$ cat src/rtl/keypad_scan_pkg.sv
// Shared types and constants for the 4x4 keypad scanner and its key-code FIFO.
package keypad_scan_pkg;
   localparam int NROW   = 4;
   localparam int NCOL   = 4;
   localparam int CODE_W = 4;

   typedef enum logic [1:0] {
      ST_SCAN  = 2'd0,
      ST_DEB_P = 2'd1,
      ST_HELD  = 2'd2
   } state_e;

   // Lowest-index row reading low; only meaningful when at least one row is low.
   function automatic logic [1:0] lowest_low_row(input logic [NROW-1:0] rows_n);
      logic [1:0] r_sel;
      r_sel = 2'd0;
      for (int r = NROW - 1; r >= 0; r--) begin
         if (!rows_n[r]) r_sel = 2'(r);
      end
      return r_sel;
   endfunction
endpackage

$ cat src/rtl/keypad_scan_if.sv
// Valid/ready pop interface carrying key codes from the scanner to the CPU wrapper.
interface keypad_scan_if;
   import keypad_scan_pkg::*;

   logic [CODE_W-1:0] key_code;
   logic              key_valid;
   logic              key_ready;

   modport master (output key_code, output key_valid, input key_ready);
   modport slave  (input key_code, input key_valid, output key_ready);
endinterface

$ cat src/rtl/keypad_scan_fifo.sv
// Small synchronous FIFO; the head output holds the last popped value while empty.
module keypad_fifo #(
   parameter int DATA_W = 4,
   parameter int DEPTH  = 4
) (
   input  logic              clk,
   input  logic              rst,
   input  logic              push_i,
   input  logic [DATA_W-1:0] data_i,
   input  logic              pop_i,
   output logic [DATA_W-1:0] data_o,
   output logic              full_o,
   output logic              empty_o
);
   localparam int PTR_W = $clog2(DEPTH);

   logic [DATA_W-1:0] mem_q [DEPTH];
   logic [PTR_W-1:0]  wr_ptr_q, wr_ptr_d;
   logic [PTR_W-1:0]  rd_ptr_q, rd_ptr_d;
   logic [PTR_W:0]    cnt_q, cnt_d;
   logic [DATA_W-1:0] last_q, last_d;
   logic              do_push, do_pop;

   assign full_o  = (cnt_q == (PTR_W + 1)'(DEPTH));
   assign empty_o = (cnt_q == '0);
   assign do_pop  = pop_i && !empty_o;
   // A pop in the same cycle frees the slot, so a push into a full FIFO still lands.
   assign do_push = push_i && (!full_o || do_pop);
   assign data_o  = empty_o ? last_q : mem_q[rd_ptr_q];

   always_comb begin
      wr_ptr_d = wr_ptr_q;
      rd_ptr_d = rd_ptr_q;
      cnt_d    = cnt_q;
      last_d   = last_q;
      if (do_push) wr_ptr_d = wr_ptr_q + 1'b1;
      if (do_pop) begin
         rd_ptr_d = rd_ptr_q + 1'b1;
         last_d   = mem_q[rd_ptr_q];
      end
      case ({do_push, do_pop})
         2'b10:   cnt_d = cnt_q + 1'b1;
         2'b01:   cnt_d = cnt_q - 1'b1;
         default: cnt_d = cnt_q;
      endcase
   end

   always_ff @(posedge clk) begin
      if (!rst) begin
         wr_ptr_q <= '0;
         rd_ptr_q <= '0;
         cnt_q    <= '0;
         last_q   <= '0;
      end else begin
         wr_ptr_q <= wr_ptr_d;
         rd_ptr_q <= rd_ptr_d;
         cnt_q    <= cnt_d;
         last_q   <= last_d;
      end
   end

   always_ff @(posedge clk) begin
      if (rst && do_push) mem_q[wr_ptr_q] <= data_i;
   end
endmodule

$ cat src/rtl/keypad_scan.sv
// 4x4 matrix keypad scanner: column drive, row synchronizer, single-key debounce FSM
// and a key-code FIFO popped over a valid/ready interface.
module keypad_scan
   import keypad_scan_pkg::*;
#(
   parameter int SCAN_DIV   = 1000,
   parameter int DEBOUNCE_N = 8,
   parameter int FIFO_DEPTH = 4
) (
   input  logic            clk,
   input  logic            rst,
   output logic [NCOL-1:0] col_n,
   input  logic [NROW-1:0] row_n,
   keypad_scan_if.master   key_if,
   output logic            key_down,
   output logic            overflow,
   input  logic            ovf_clr
);
   localparam int DIV_W = $clog2(SCAN_DIV);
   localparam int CNT_W = $clog2(DEBOUNCE_N + 1);

   logic [NROW-1:0]   sync1_q, sync2_q;
   logic [DIV_W-1:0]  div_q, div_d;
   logic              tick;
   state_e            state_q, state_d;
   logic [1:0]        col_q, col_d;
   logic [1:0]        lrow_q, lrow_d;
   logic [CNT_W-1:0]  cnt_q, cnt_d, cnt_inc;
   logic              ovf_q, ovf_d;
   logic              push;
   logic [CODE_W-1:0] push_code;
   logic              locked_low;
   logic              fifo_full, fifo_empty, fifo_pop;

   assign tick       = (div_q == DIV_W'(SCAN_DIV - 1));
   assign div_d      = tick ? '0 : div_q + 1'b1;
   assign cnt_inc    = cnt_q + 1'b1;
   assign locked_low = !sync2_q[lrow_q];
   assign col_n      = ~(NCOL'(1) << col_q);
   assign key_down   = (state_q == ST_HELD);
   assign overflow   = ovf_q;

   always_comb begin
      state_d   = state_q;
      col_d     = col_q;
      lrow_d    = lrow_q;
      cnt_d     = cnt_q;
      push      = 1'b0;
      push_code = {lrow_q, col_q};
      if (tick) begin
         case (state_q)
            ST_SCAN: begin
               if (&sync2_q) begin
                  col_d = col_q + 1'b1;
               end else begin
                  lrow_d    = lowest_low_row(sync2_q);
                  push_code = {lowest_low_row(sync2_q), col_q};
                  if (DEBOUNCE_N == 1) begin
                     push    = 1'b1;
                     cnt_d   = '0;
                     state_d = ST_HELD;
                  end else begin
                     cnt_d   = CNT_W'(1);
                     state_d = ST_DEB_P;
                  end
               end
            end
            ST_DEB_P: begin
               if (locked_low) begin
                  cnt_d = cnt_inc;
                  if (cnt_inc == CNT_W'(DEBOUNCE_N)) begin
                     push    = 1'b1;
                     cnt_d   = '0;
                     state_d = ST_HELD;
                  end
               end else begin
                  col_d   = col_q + 1'b1;
                  state_d = ST_SCAN;
               end
            end
            ST_HELD: begin
               if (locked_low) begin
                  cnt_d = '0;
               end else begin
                  cnt_d = cnt_inc;
                  if (cnt_inc == CNT_W'(DEBOUNCE_N)) begin
                     cnt_d   = '0;
                     col_d   = col_q + 1'b1;
                     state_d = ST_SCAN;
                  end
               end
            end
            default: state_d = ST_SCAN;
         endcase
      end
   end

   // A press is lost only when the FIFO is full and no pop frees a slot this cycle.
   assign fifo_pop = key_if.key_ready && !fifo_empty;
   always_comb begin
      ovf_d = ovf_q;
      if (ovf_clr) ovf_d = 1'b0;
      if (push && fifo_full && !fifo_pop) ovf_d = 1'b1;
   end

   always_ff @(posedge clk) begin
      if (!rst) begin
         sync1_q <= '1;
         sync2_q <= '1;
         div_q   <= '0;
         state_q <= ST_SCAN;
         col_q   <= '0;
         lrow_q  <= '0;
         cnt_q   <= '0;
         ovf_q   <= 1'b0;
      end else begin
         sync1_q <= row_n;
         sync2_q <= sync1_q;
         div_q   <= div_d;
         state_q <= state_d;
         col_q   <= col_d;
         lrow_q  <= lrow_d;
         cnt_q   <= cnt_d;
         ovf_q   <= ovf_d;
      end
   end

   keypad_fifo #(
      .DATA_W (CODE_W),
      .DEPTH  (FIFO_DEPTH)
   ) u_fifo (
      .clk     (clk),
      .rst     (rst),
      .push_i  (push),
      .data_i  (push_code),
      .pop_i   (key_if.key_ready),
      .data_o  (key_if.key_code),
      .full_o  (fifo_full),
      .empty_o (fifo_empty)
   );

   assign key_if.key_valid = !fifo_empty;
endmodule

$ cat src/flat_wrapper.sv
// flat-port wrapper written by rule: the top's interface ports become plain ports
module keypad_scan_flat import keypad_scan_pkg::*;
#(
   parameter int SCAN_DIV   = 1000,
   parameter int DEBOUNCE_N = 8,
   parameter int FIFO_DEPTH = 4
)
  (clk, rst, col_n, row_n, key_down, overflow, ovf_clr, key_if_key_code, key_if_key_valid, key_if_key_ready);
  keypad_scan_if key_if_i ();
  input  logic clk;
  input  logic rst;
  output logic [NCOL-1:0] col_n;
  input  logic [NROW-1:0] row_n;
  output logic key_down;
  output logic overflow;
  input  logic ovf_clr;
  output wire logic [$bits(key_if_i.key_code)-1:0] key_if_key_code;
  output wire logic [$bits(key_if_i.key_valid)-1:0] key_if_key_valid;
  input wire logic [$bits(key_if_i.key_ready)-1:0] key_if_key_ready;
  assign key_if_key_code = key_if_i.key_code;
  assign key_if_key_valid = key_if_i.key_valid;
  assign key_if_i.key_ready = key_if_key_ready;
  keypad_scan #(.SCAN_DIV(SCAN_DIV), .DEBOUNCE_N(DEBOUNCE_N), .FIFO_DEPTH(FIFO_DEPTH)) u_core (.clk(clk), .rst(rst), .col_n(col_n), .row_n(row_n), .key_if(key_if_i), .key_down(key_down), .overflow(overflow), .ovf_clr(ovf_clr));
endmodule
$ cat config.mk
export PLATFORM = sky130hd
export DESIGN_NAME = keypad_scan_flat
export DESIGN_NICKNAME = d
export VERILOG_FILES = /design/src/rtl/keypad_scan_pkg.sv /design/src/rtl/keypad_scan_if.sv /design/src/rtl/keypad_scan_fifo.sv /design/src/rtl/keypad_scan.sv /design/src/flat_wrapper.sv
export SDC_FILE = /design/constraint.sdc
export NUM_CORES = 1
export LEC_CHECK = 0
export CAP_MARGIN = 10
export CORE_ASPECT_RATIO = 0.8
export CORE_MARGIN = 4
export CORE_UTILIZATION = 30
export CTS_CLUSTER_SIZE = 14
export DETAILED_ROUTE_END_ITERATION = 7
export PLACE_DENSITY = 0.52
export REMOVE_ABC_BUFFERS = 1
export SLEW_MARGIN = 20
export SYNTH_ARGS = -nofsm -noshare
export SYNTH_HDL_FRONTEND = slang
export SYNTH_SLANG_ARGS = --single-unit
$ cat constraint.sdc
create_clock -name clk -period 2.4 [get_ports clk]
set_clock_uncertainty 0.1 [all_clocks]
set_input_delay 0.36 -clock clk [delete_from_list [all_inputs] [get_ports clk]]
set_output_delay 0.36 -clock clk [all_outputs]
set_load 0.05 [all_outputs]
* Yosys cells after proc, flatten, opt, wreduce, memory -nomap -nowiden
Memory sizes are Yosys's and may differ from the RTL's. A register that Yosys moved wholly into a read port is not among the register bits.
Index checks and enable logic that the tools add are counted.
** Storage, ports and cells
- Flip-flop bits (word level) :: 40
- Bits in latches :: 0
- Memory bits (writable) :: 16
- Bits in read-only memories :: 0
- Word-level logic and storage cells :: 96
- Memories kept :: 1
** Cells by class
- Add/subtract/negate cells :: 7
- $mul :: 0
- Div/mod/pow operators :: 0
- Magnitude comparators :: 1
- Eq/ne operators :: 14
- Shift operators :: 1
- Multiplexer cells :: 37
- Bitwise gates (word level) :: 3
- Reduce and logical (&&, ||, !) cells :: 20
** Memories
- u_core.u_fifo.mem_q :: words 4, width 4, read ports 1, clocked after memory_dff 1, write ports 1, line keypad_scan_fifo.sv:17 : logic [DATA_W-1:0] mem_q [DEPTH];
** Operators with widths (number)
- 2-to-1 mux 4 bit :: 8
- 2-to-1 mux 2 bit :: 15
- case mux 2 bit (3 select lines) :: 2
- case mux 4 bit (3 select lines) :: 1
- adder 10 x 1 -> 10 bit (second input constant) :: 1
- equality test 10 bit (second input constant) :: 1
- 2-to-1 mux 1 bit :: 9
- != test 2 x 1 -> 1 bit (second input constant) :: 4
- AND reduction 4 bit :: 2
- adder 2 x 1 -> 2 bit (second input constant) :: 3
- case mux 3 bit (2 select lines) :: 1
- AND reduction 6 bit :: 1
- logical AND 1 bit :: 5
- AND reduction 5 bit :: 1
- adder 4 x 1 -> 4 bit (second input constant) :: 1
- equality test 2 x 1 -> 1 bit (second input constant) :: 2
- equality test 2 bit (second input constant) :: 2
- equality test 4 bit (second input constant) :: 1
- != test 2 bit (second input constant) :: 2
- inverter 4 bit :: 1
- nonzero test 2 bit :: 2
- left shift 1 x 2 -> 4 bit (first input constant) :: 1
- adder 3 x 1 -> 3 bit (second input constant) :: 1
- equality test 3 bit (second input constant) :: 1
- other kinds (12) :: 15

* Logic depth before layout (Yosys ltp)
Gate-level depths: netlist of run 1.
- Word-level depth :: 10
- Depth in mapped cells :: 11

* Cells and area by module
A second synthesis of run 1 with hierarchy kept.
** Unflattened totals
- Cell total of the unflattened synthesis :: 258
- Area total of the unflattened synthesis :: 2720.1 µm²
** By module, submodules not included
- keypad_scan :: instances 1, cells an instance 163, area an instance 1473.9 µm²
- keypad_fifo :: instances 1, cells an instance 95, area an instance 1246.2 µm²

* Worst setup path after synthesis of run 1
Ideal clock, no wire load.
- Path type :: register -> register
- Start point :: register u_core.u_fifo.cnt_q[0]
- End point :: register u_core.u_fifo.cnt_q[2]
- Library setup time :: 72 ps
- Arrival time :: 2441 ps
- Path slack :: -212 ps
- Cell stages (with the launch flop) :: 10
- Clock period less this slack :: 2612 ps
- Path through :: dfxtp_1 or3_1 clkbuf_1 and2_1 clkbuf_1 nand2_1 inv_1 fa_1 o22ai_1 mux2i_1
** Between the ends
- Longest elaborated chain between the ends :: 7
** Ends and longest elaborated chain
- start: declaration :: line keypad_scan_fifo.sv:20 : logic [PTR_W:0] cnt_q, cnt_d;
- start signal: assignment :: line keypad_scan_fifo.sv:57 : cnt_q <= cnt_d;
- zero test 3 bit (*) :: line keypad_scan_fifo.sv:25 : assign empty_o = (cnt_q == '0);
- zero test 1 bit (*)
- via key_if_key_valid :: line flat_wrapper.sv:18 : output wire logic [$bits(key_if_i.key_valid)-1:0] key_if_key_valid;
- logical AND 1 bit (*) :: line keypad_scan_fifo.sv:26 : assign do_pop = pop_i && !empty_o;
- logical OR 1 bit :: line keypad_scan_fifo.sv:28 : assign do_push = push_i && (!full_o || do_pop);
- logical AND 1 bit :: line keypad_scan_fifo.sv:28
- equality test 2 x 1 -> 1 bit / equality test 2 bit (equally long branches) :: line keypad_scan_fifo.sv:41 : case ({do_push, do_pop})
- case mux 3 bit (2 select lines) / nonzero test 2 bit (equally long branches)
The timed path passes the listed nets; every way through them passes the cells marked *.
A chain may end at the register's enable or synchronous reset.

==> metrics, run 1 <==
met2 track utilization from global routing=about 15%; M3 GR Usage=5.47%; run status=complete, no violations; final layout net count=between 300 and 400; HPWL after detailed placement=between 3000 and 4000 um; met1 usage=14.6%; worst slew pin tran=between 0.5 and 0.6 ns; y dimension of the die=94.1 um; router iterations before antenna repair=4; Commonest cells post-synth=42 x sky130_fd_sc_hd__dfxtp_1, 23 x sky130_fd_sc_hd__nand2_1, 16 x sky130_fd_sc_hd__edfxtp_1; fraction of the cycle the final worst path needs=approximately 95%; DRT antenna net count=0; maximum number of pins on one net before global-route repair=38; Max rail drop VDD=between 0.5 and 0.6 mV; Worst EP arrival=about 1.8 ns; number of setup violations in the final report=0; library cell with the largest summed area after synthesis=sky130_fd_sc_hd__dfxtp_1; sequential-to-total area share from yosys stat=a little under half; PnR worst setup slack=between 0.1 and 0.15 ns; share of final-layout standard cells stronger than drive strength 1=28.6%; clock tree from TritonCTS=yes; PnR Total Power=3030 uW; DIE AREA=0.0109 mm2; clock-pin slew on the worst setup and hold paths=about 0.050 ns; Max-slew headroom=65.8%; area of the core region=roughly 0.009 mm2; final RePlAce weighted congestion=0.758; number of H-tree levels=3; top flip-flop cell by instance count after synthesis=sky130_fd_sc_hd__dfxtp_1; ports placed on the boundary=19; hold slack=about 0.3 ns; unrepaired setup endpoints after global routing=no; per-cell via count in the routed design=~4.5; placed cell areas=~0.0032 mm2; placement-stage worst setup slack=between 0.02 and 0.025 ns; start-to-end type of the worst setup path=flip-flop to output port; kind of capture point of the worst setup path=output port; number of cells produced by synthesis=roughly 260; number of global-route vias before repair=between 1500 and 2000; Mapped Avg Cell Area=10.8 um2; number of storage elements in the synthesis netlist=58; post-layout minimum cycle time=~2.3 ns; Static Leak=~0.0015 uW; drc violations=0; sink count of the clock tree=58; clock latency on the worst-skew pair=roughly 0.33 ns; ordered cell list for the critical path=mux4_2 > mux2_2 > buf_4; number of max-slew violations in the final report=0; most instantiated library cell after synthesis=sky130_fd_sc_hd__dfxtp_1; maximum fanout encountered on the critical timing path=4; Final Hold Viols=0; wire length reported by the detailed router=roughly 5300 um; total via count in the routed design=around 1900; power per cell area=between 800 and 900 mW/mm2; fraction of post-synthesis cell area in the top cell type by area=30.3%; summed instance area of the synthesized netlist=0.00278 mm2; global route total overflow=0; Area Overhead vs Synth=31.8%; Starting DRT DRC Count=99; number of flops mapped to enable cells by yosys=16; layer carrying the most global-route usage=met2; accumulated negative setup slack=0 ns; number of instances on the worst hold path=1; Max stage delay cell, worst path=sky130_fd_sc_hd__mux4_2; floorplan die width=116 um; gr usage total=a little over a tenth; Fmax achieved=441 MHz; Post-synth ARST share=0%; number of warnings printed during yosys synthesis=0; Unique masters post-synth=between 40 and 50; effective utilization at floorplan=30.7%; Worst path max stage delay=0.56 ns; # port buffers=18; type of the worst min-delay path=flip-flop to flip-flop; buffer levels on the longest clock path=2; global-route wire length before repair=about 8900 um; clock buffers created by TritonCTS=9; antenna diode count=0; number of antenna violations at the first check in global routing=0; final non-filler cell area=roughly 0.0037 mm2; Area contributors post-synth=sky130_fd_sc_hd__dfxtp_1 30%, sky130_fd_sc_hd__edfxtp_1 17%, sky130_fd_sc_hd__ha_1 6.8%; standard-cell rows=31; routed wirelength normalized by instance count=between 10 and 15 um; Max Cap Violations=0; Worst Setup Start Kind=flip-flop; r2r worst-path depth=8; worst path required time=~1.9 ns; buffer cell driving the clock tree root=sky130_fd_sc_hd__clkbuf_16
[per-stage QoR]
stage,instances,util (%)
floorplan,250,-
global placement,408,35.9
detailed placement,408,35.9
CTS,424,39.7
global route,426,40.5
finish,426,40.5
[final timing paths]
path / end / slack [ns] / from
min reg2reg: u_core.sync2_q[3] / 0.30 / u_core.sync1_q[3]
max reg2reg: u_core.u_fifo.cnt_q[2] / 0.19 / u_core.lrow_q[1]
max: key_if_key_code[2] / 0.13 / flip-flop
min: u_core.sync2_q[3] / 0.30 / u_core.sync1_q[3]
[cell type report]
cell class | instances | area [um2]
clock buffers | 9 | 225
clock inverters | 7 | 125
fillers | 879 | 5380
inverters | 14 | 52.6
multi-input cells | 178 | 1420
flip-flops and latches | 58 | 1330
well taps | 115 | 144
repair buffers | 45 | 369
[flip-flops by register name, indices dropped and copies added (netlist names), 3 cells and up, named ones only]
| signal | flops |
|---|---|
| u_core.cnt_q | 4 |
| u_core.sync2_q | 4 |
| u_core.u_fifo.cnt_q | 3 |
| u_core.sync1_q | 4 |
| u_core.div_q | 10 |
| u_core.u_fifo.mem_q | 16 |
| u_core.u_fifo.last_q | 4 |
[worst max-delay path, delay by kind of cell (launching register included)]
family | cells | cell delay [ns]
DFF | 1 | 0.46
muxes | 2 | 0.84
buffers and inverters | 1 | 0.19
[power breakdown]
part / switching (uW) / internal (uW) / leakage (uW)
Clock: 470 / 1020 / 0.000170
Combinational: 244 / 200 / 0.000780
Sequential: 48.6 / 1050 / 0.000520
Total: 763 / 2270 / 0.00147
[kinds of logic (layout without fill, tap and decap cells)]
group / after synthesis / after routing / synth area share, %
xor gates and xnor gates: 11 / 11 / 3.47
and+or+nand+nor: 96 / 96 / 18.9
DFF: 58 / 58 / 47.6
buffers and inverters: 21 / 75 / 3.11
muxes: 15 / 15 / 7.93
AOI/OAI and AO/OA: 40 / 40 / 11.5
adders and majority gates: 16 / 16 / 7.48
[routing by layer]
| layer | up-vias | wire length [um] |
|---|---|---|
| li1 | 1005 | - |
| met1 | 879 | 2710 |
| met2 | 24 | 2240 |
| met3 | 4 | 258 |
| met4 | 0 | 48 |
| met5 | - | 0 |
[cell usage in the layout (no fill, tap or decap), types with 2 or more instances in the layout]
cell type and n:
sky130_fd_sc_hd__mux4_2 5, sky130_fd_sc_hd__nand2_1 23, sky130_fd_sc_hd__inv_1 13, sky130_fd_sc_hd__clkinv_4 3, sky130_fd_sc_hd__dfxtp_1 37, sky130_fd_sc_hd__nor2b_1 5
sky130_fd_sc_hd__a21boi_0 6, sky130_fd_sc_hd__bufinv_16 3, sky130_fd_sc_hd__o21ai_0 11, sky130_fd_sc_hd__a21oi_1 5, sky130_fd_sc_hd__clkdlybuf4s50_1 10, sky130_fd_sc_hd__nor2_1 14
sky130_fd_sc_hd__edfxtp_1 16, sky130_fd_sc_hd__nand3_1 9, sky130_fd_sc_hd__dfxtp_2 5, sky130_fd_sc_hd__nand2b_1 12, sky130_fd_sc_hd__ha_1 13, sky130_fd_sc_hd__buf_4 33
sky130_fd_sc_hd__mux2_2 6, sky130_fd_sc_hd__a31oi_1 3, sky130_fd_sc_hd__xor2_1 5, sky130_fd_sc_hd__and2_2 4, sky130_fd_sc_hd__mux2i_1 4, sky130_fd_sc_hd__or3_1 2
sky130_fd_sc_hd__clkbuf_16 9, sky130_fd_sc_hd__xnor2_1 6, sky130_fd_sc_hd__and3_1 3, sky130_fd_sc_hd__a2111oi_4 2, sky130_fd_sc_hd__and2_1 10
[what timing repair did]
action | 4_1_cts | 5_1_grt
pin swaps | 0 | 5
hold buffers | 0 | 0
buffers inserted | 0 | 2
gates resized for setup | 2 | 20
endpoints found under the setup margin | 2 | 19
Power figures use the tool's default switching activity.
==> inputs of run 2 (changes only) <==
--- a/config.mk
+++ b/config.mk
@@ -5,14 +5,12 @@
 export SDC_FILE = /design/constraint.sdc
 export NUM_CORES = 1
 export LEC_CHECK = 0
-export CAP_MARGIN = 10
 export CORE_ASPECT_RATIO = 0.8
 export CORE_MARGIN = 4
 export CORE_UTILIZATION = 30
 export CTS_CLUSTER_SIZE = 14
 export DETAILED_ROUTE_END_ITERATION = 7
 export PLACE_DENSITY = 0.52
-export REMOVE_ABC_BUFFERS = 1
 export SLEW_MARGIN = 20
 export SYNTH_ARGS = -nofsm -noshare
 export SYNTH_HDL_FRONTEND = slang
==> metrics, run 2 (same netlist as run 1, synthesis figures left out) <==
y dimension of the die=94.1 um (unchanged); per-cell via count in the routed design=4.59 (was 4.49); Sw Share=25.8% (was 25.2%); clock buffers created by TritonCTS=9 (unchanged); # port buffers=18 (unchanged); effective utilization at floorplan=30.7% (unchanged); Area Overhead vs Synth=28.2% (was 31.8%); power per cell area=805 mW/mm2 (was 828 mW/mm2); internal power of the cells=2130 uW (was 2270 uW); type of the worst min-delay path=flip-flop to flip-flop (unchanged); total via count in the routed design=1917 (was 1912); share of the core filled with cells=39.4% (was 40.5%); top flop regs=u_core.u_fifo.mem_q: 16 flops, u_core.div_q: 10 flops (unchanged); Max stage delay cell, worst path=sky130_fd_sc_hd__dfxtp_1 (was sky130_fd_sc_hd__mux4_2); DIE AREA=0.0109 mm2 (unchanged); share of final-layout standard cells stronger than drive strength 1=26.1% (was 28.6%); final layout net count=322 (was 330); Biggest register=u_core.u_fifo.mem_q (unchanged); Static Leak=0.00141 uW (was 0.00147 uW); Max Cap Violations=0 (unchanged); ordered cell list for the critical path=inv_2 > ha_4 > or2b_2 > o22ai_4 > o211ai_1 > buf_4 > nor3b_1 > buf_4 > and2_2 (was mux4_2 > mux2_2 > buf_4); number of H-tree levels=3 (unchanged); hold slack=0.298 ns (was 0.303 ns); Worst path max stage delay=0.34 ns (was 0.56 ns); number of max-slew violations in the final report=0 (unchanged); net switching component of the power=739 uW (was 763 uW); antenna diode count=0 (unchanged); clock-pin slew on the worst setup and hold paths=0.05 ns (about the same); DRT antenna net count=0 (unchanged); router iterations before antenna repair=6 (was 4); maximum fanout encountered on the critical timing path=4 (unchanged); fill cell total of the finished layout=877 (was 879); Clk pwr share=45.7% (was 49.2%); sink count of the clock tree=58 (unchanged); Max rail drop VDD=0.317 mV (was 0.528 mV); kind of capture point of the worst setup path=flip-flop (was output port); drc violations=0 (unchanged); floorplan die width=116 um (unchanged); flip-flop count of the largest register, all copies and words added=16 (unchanged); worst path required time=2.33 ns (was 1.94 ns); global route total overflow=0 (unchanged); cts hold-fix bufs=0 (unchanged); number of setup violations in the final report=0 (unchanged); net count after synthesis=281; standard-cell rows=31 (unchanged); commonest cells after routing, fill and taps aside=39 x sky130_fd_sc_hd__dfxtp_1, 27 x sky130_fd_sc_hd__buf_4, 23 x sky130_fd_sc_hd__nand2_1, 16 x sky130_fd_sc_hd__edfxtp_1, 14 x sky130_fd_sc_hd__nor2_1 (was 37 x sky130_fd_sc_hd__dfxtp_1, 33 x sky130_fd_sc_hd__buf_4, 23 x sky130_fd_sc_hd__nand2_1, 16 x sky130_fd_sc_hd__edfxtp_1, 14 x sky130_fd_sc_hd__nor2_1); Fmax achieved=441 MHz (about the same); post-layout minimum cycle time=2.27 ns (about the same); clock tree from TritonCTS=yes (unchanged); worst slew pin tran=0.510 ns (was 0.513 ns); final non-filler cell area=0.00356 mm2 (was 0.00366 mm2); most common cell after layout, fill and taps aside=sky130_fd_sc_hd__dfxtp_1 (unchanged); Final Hold Viols=0 (unchanged); PnR Total Power=2870 uW (was 3030 uW); final RePlAce weighted congestion=0.777 (was 0.758); placed cell areas=0.00319 mm2 (was 0.00324 mm2); clock latency on the worst-skew pair=0.32 ns (was 0.33 ns); number of antenna violations at the first check in global routing=0 (unchanged); Worst EP arrival=2.19 ns (was 1.81 ns); gr usage total=11.1% (was 10.8%); Starting DRT DRC Count=85 (was 99); number of global-route vias before repair=1839 (unchanged); wire length reported by the detailed router=5400 um (was 5260 um); Worst Setup Start Kind=flip-flop (unchanged); dominant cell type by count on the critical path=sky130_fd_sc_hd__buf_4; combined area of the multi-input logic cells=0.00141 mm2 (was 0.00142 mm2); Max-slew headroom=65.9% (was 65.8%); ports placed on the boundary=19 (unchanged); maximum number of pins on one net before global-route repair=38 (unchanged); area used by sequential logic in the layout=0.00133 mm2 (about the same); run status=complete, no violations (unchanged); HPWL after detailed placement=3800 um (was 3740 um); start-to-end type of the worst setup path=flip-flop to flip-flop (was flip-flop to output port); buffer cell driving the clock tree root=sky130_fd_sc_hd__clkbuf_16 (unchanged); fraction of power consumed by sequential logic=38.2% (was 36.1%); fraction of the cycle the final worst path needs=94.4% (was 94.5%); global-route wire length before repair=9170 um (was 8940 um); area of the core region=0.00904 mm2 (unchanged); logic gate share of total power=16.1% (was 14.7%); routed wirelength normalized by instance count=12.9 um (was 12.3 um); buffer levels on the longest clock path=2 (unchanged)
-- run 2: cell types whose count changed in the layout (fill, tap and decap cells not counted), moves of 2 or more --
| cell | previous run | this run |
|---|---|---|
| sky130_fd_sc_hd__buf_4 | 33 | 27 |
| sky130_fd_sc_hd__dfxtp_4 | 0 | 2 |
| sky130_fd_sc_hd__clkbuf_16 | 9 | 11 |
| sky130_fd_sc_hd__dfxtp_1 | 37 | 39 |
| sky130_fd_sc_hd__dfxtp_2 | 5 | 1 |
| sky130_fd_sc_hd__bufinv_16 | 3 | 0 |
| sky130_fd_sc_hd__clkbuf_8 | 0 | 2 |
| sky130_fd_sc_hd__clkinv_4 | 3 | 1 |
-- run 2: area by class of cell --
class / count / area share (%)
repair buffers: 37 / 8.57
clock buffers: 14 / 8.61
well taps: 115 / 4.04
multi-input cells: 178 / 39.6
flip-flops and latches: 58 / 37.4
inverters: 14 / 1.48
clock inverters: 2 / 0.387
-- run 2: critical path: cells and delay by family, from the launching register on --
| family | cells | cell delay, ns |
|---|---|---|
| AOI/OAI and AO/OA | 2 | 0.28 |
| adders and majority gates | 1 | 0.12 |
| DFF | 1 | 0.34 |
| and+or+nand+nor | 3 | 0.72 |
| buffers and inverters | 3 | 0.41 |
-- run 2: repair_timing --
item	CTS	global route
setup endpoints to repair	1	22
setup buffers	0	2
pin swaps	0	3
resized for setup	2	14
-- run 2: stage by stage --
stage          setup WS (ns)  cells  setup TNS [ns]
6_report               0.134    418               0
5_1_grt             -0.00367    418        -0.00367
4_1_cts              0.00101    416               0
3_5_place_dp         -0.0177    400         -0.0177
3_3_place_gp          0.0456    400               0
2_1_floorplan         0.0177    257               0
-- run 2: routing by layer --
| layer | track usage [%] | share of wire, % | up-vias |
|---|---|---|---|
| met1 | 15.4 | 51 | 903 |
| met5 | 0 | 0 | - |
| met2 | 15.3 | 44 | 25 |
| met3 | 4.44 | 3.6 | 7 |
| met4 | 4.20 | 1.6 | 0 |
| li1 | - | - | 982 |
-- run 2: final timing paths --
check	start	end	slack [ns]	depth (start not counted)
min reg2reg	u_core.sync1_q[2]	u_core.sync2_q[2]	0.30	1
min	u_core.sync1_q[2]	u_core.sync2_q[2]	0.30	1
max reg2reg	u_core.state_q[1]	u_core.u_fifo.mem_q[0][0]	0.13	9
max	u_core.state_q[1]	u_core.u_fifo.mem_q[0][0]	0.13	9
-- run 2: power by group through the flow --
stage,Combinational [uW],Sequential (uW),Clock (uW)
finish,462,1100,1310
global route,503,1110,1390
CTS,460,1100,1340
detailed placement,456,1120,0
global placement,465,1120,0
floorplan,327,1100,0
==> inputs of run 3 (changes only) <==
--- a/config.mk
+++ b/config.mk
@@ -5,12 +5,14 @@
 export SDC_FILE = /design/constraint.sdc
 export NUM_CORES = 1
 export LEC_CHECK = 0
+export CELL_PAD_IN_SITES_DETAIL_PLACEMENT = 1
+export CELL_PAD_IN_SITES_GLOBAL_PLACEMENT = 1
 export CORE_ASPECT_RATIO = 0.8
 export CORE_MARGIN = 4
 export CORE_UTILIZATION = 30
 export CTS_CLUSTER_SIZE = 14
 export DETAILED_ROUTE_END_ITERATION = 7
-export PLACE_DENSITY = 0.52
+export PLACE_DENSITY = 0.61
 export SLEW_MARGIN = 20
 export SYNTH_ARGS = -nofsm -noshare
 export SYNTH_HDL_FRONTEND = slang
==> metrics, run 3 (same netlist as run 1, synthesis figures left out) <==
share of the core filled with cells=39.3% (was 39.4%); internal power of the cells=2150 uW (was 2130 uW); maximum number of pins on one net before global-route repair=38 (unchanged); number of max-slew violations in the final report=0 (unchanged); final RePlAce weighted congestion=0.770 (was 0.777); number of setup violations in the final report=0 (unchanged); HPWL after detailed placement=4330 um (was 3800 um); most common cell after layout, fill and taps aside=sky130_fd_sc_hd__dfxtp_1 (unchanged); total via count in the routed design=1943 (was 1917); net count after synthesis=281 (unchanged); ports placed on the boundary=19 (unchanged); gr usage total=12.4% (was 11.1%); antenna diode count=0 (unchanged); placed insts=400 (unchanged); number of H-tree levels=3 (unchanged); top flop regs=u_core.u_fifo.mem_q: 16 flops, u_core.div_q: 10 flops (unchanged); global route total overflow=0 (unchanged); buffer cell driving the clock tree root=sky130_fd_sc_hd__clkbuf_16 (unchanged); sink count of the clock tree=58 (unchanged); flip-flop count of the largest register, all copies and words added=16 (unchanged); power per cell area=813 mW/mm2 (was 805 mW/mm2); kind of capture point of the worst setup path=output port (was flip-flop); clock buffers created by TritonCTS=9 (unchanged); # port buffers=18 (unchanged); fill cell total of the finished layout=1007 (was 877); Worst Setup Start Kind=flip-flop (unchanged); DRT antenna net count=0 (unchanged); type of the worst min-delay path=flip-flop to flip-flop (unchanged); Sw Share=25.7% (was 25.8%); drc violations=0 (unchanged); Worst EP arrival=1.80 ns (was 2.19 ns); Final Hold Viols=0 (unchanged); clock tree from TritonCTS=yes (unchanged); Max Cap Violations=0 (unchanged); fraction of the cycle the final worst path needs=94.2% (was 94.4%); number of global-route vias before repair=2057 (was 1839); cts hold-fix bufs=0 (unchanged); placed cell areas=0.00319 mm2 (about the same); area of the core region=0.00904 mm2 (unchanged); final non-filler cell area=0.00355 mm2 (was 0.00356 mm2); maximum fanout encountered on the critical timing path=4 (unchanged); Max-slew headroom=66.5% (was 65.9%); fraction of power consumed by sequential logic=38.0% (was 38.2%); Area Overhead vs Synth=28.0% (was 28.2%); final standard cell count with taps included and fillers excluded=417 (was 418); run status=complete, no violations (unchanged); clock-pin slew on the worst setup and hold paths=0.05 ns (about the same); routed wirelength normalized by instance count=14.7 um (was 12.9 um); number of antenna violations at the first check in global routing=0 (unchanged); post-layout minimum cycle time=2.26 ns (was 2.27 ns); Fmax achieved=442 MHz (was 441 MHz); Biggest register=u_core.u_fifo.mem_q (unchanged); buffer levels on the longest clock path=2 (unchanged); worst slew pin tran=0.501 ns (was 0.510 ns); PnR Total Power=2890 uW (was 2870 uW); y dimension of the die=94.1 um (unchanged); net switching component of the power=744 uW (was 739 uW); Max rail drop VDD=0.443 mV (was 0.317 mV); share of final-layout standard cells stronger than drive strength 1=26.8% (was 26.1%); hold slack=0.309 ns (was 0.298 ns); worst path required time=1.94 ns (was 2.33 ns); floorplan die width=116 um (unchanged); clock latency on the worst-skew pair=0.32 ns (about the same); per-cell via count in the routed design=4.66 (was 4.59); start-to-end type of the worst setup path=flip-flop to output port (was flip-flop to flip-flop); global-route wire length before repair=10300 um (was 9170 um); commonest cells after routing, fill and taps aside=35 x sky130_fd_sc_hd__dfxtp_1, 27 x sky130_fd_sc_hd__buf_4, 23 x sky130_fd_sc_hd__nand2_1, 16 x sky130_fd_sc_hd__edfxtp_1 (was 39 x sky130_fd_sc_hd__dfxtp_1, 27 x sky130_fd_sc_hd__buf_4, 23 x sky130_fd_sc_hd__nand2_1, 16 x sky130_fd_sc_hd__edfxtp_1, 14 x sky130_fd_sc_hd__nor2_1); router iterations before antenna repair=4 (was 6); effective utilization at floorplan=30.7% (unchanged); Clk pwr share=46.5% (was 45.7%); Static Leak=0.00137 uW (was 0.00141 uW); DIE AREA=0.0109 mm2 (unchanged); logic gate share of total power=15.6% (was 16.1%); final layout net count=321 (was 322); wire length reported by the detailed router=6130 um (was 5400 um); standard-cell rows=31 (unchanged); Starting DRT DRC Count=58 (was 85)
run 3: final timing paths:
kind                           from                endpoint  slack [ns]  depth (start not counted)
setup / recovery          flip-flop      key_if_key_code[2]        0.14                          3
hold / removal    u_core.sync1_q[1]       u_core.sync2_q[1]        0.31                          1
setup reg to reg  u_core.state_q[1]  u_core.u_fifo.cnt_q[2]        0.14                         10
hold reg to reg   u_core.sync1_q[1]       u_core.sync2_q[1]        0.31                          1
run 3: per-layer routing:
layer  global-route usage [%]  vias up  share of wire [%]
met5                        0        -                  0
met4                     4.69        0                1.3
met3                     4.25        8                3.3
met2                     18.4       23                 46
met1                     16.5      933                 49
li1                         -      979                  -
run 3: critical path: stages, from the launching register on:
cell and delay (ns):
sky130_fd_sc_hd__dfxtp_1 0.45, sky130_fd_sc_hd__mux4_2 0.57, sky130_fd_sc_hd__mux2_2 0.28, sky130_fd_sc_hd__buf_4 0.19
run 3: area by class of cell:
class / count / area [um2] / area share (%)
tap: 115 / 144 / 4.05
clock inverter: 6 / 81.3 / 2.29
inverter: 14 / 52.6 / 1.48
multi-input combinational: 178 / 1430 / 40.1
timing repair buffer: 36 / 293 / 8.24
sequential: 58 / 1330 / 37.4
clock buffer: 10 / 229 / 6.44
run 3: timing repair:
| action | in CTS | in global routing |
|---|---|---|
| resized for setup | 0 | 18 |
| setup buffers | 0 | 1 |
| endpoints found under the hold margin | 0 | 0 |
| endpoints found under the setup margin | 0 | 18 |
run 3: through the flow:
stage                     setup TNS, ns  setup WS (ns)
after floorplan                       0         0.0177
after global placement                0         0.0699
after detailed placement              0         0.0321
after CTS                             0         0.0157
after global routing            -0.0523        -0.0321
final                                 0          0.138
run 3: power by group through the flow:
stage               logic [uW]  registers (uW)  clock network [uW]
finish                     450            1100                1340
global route               493            1110                1420
CTS                        448            1100                1380
detailed placement         445            1120                   0
global placement           445            1110                   0
floorplan                  327            1100                   0
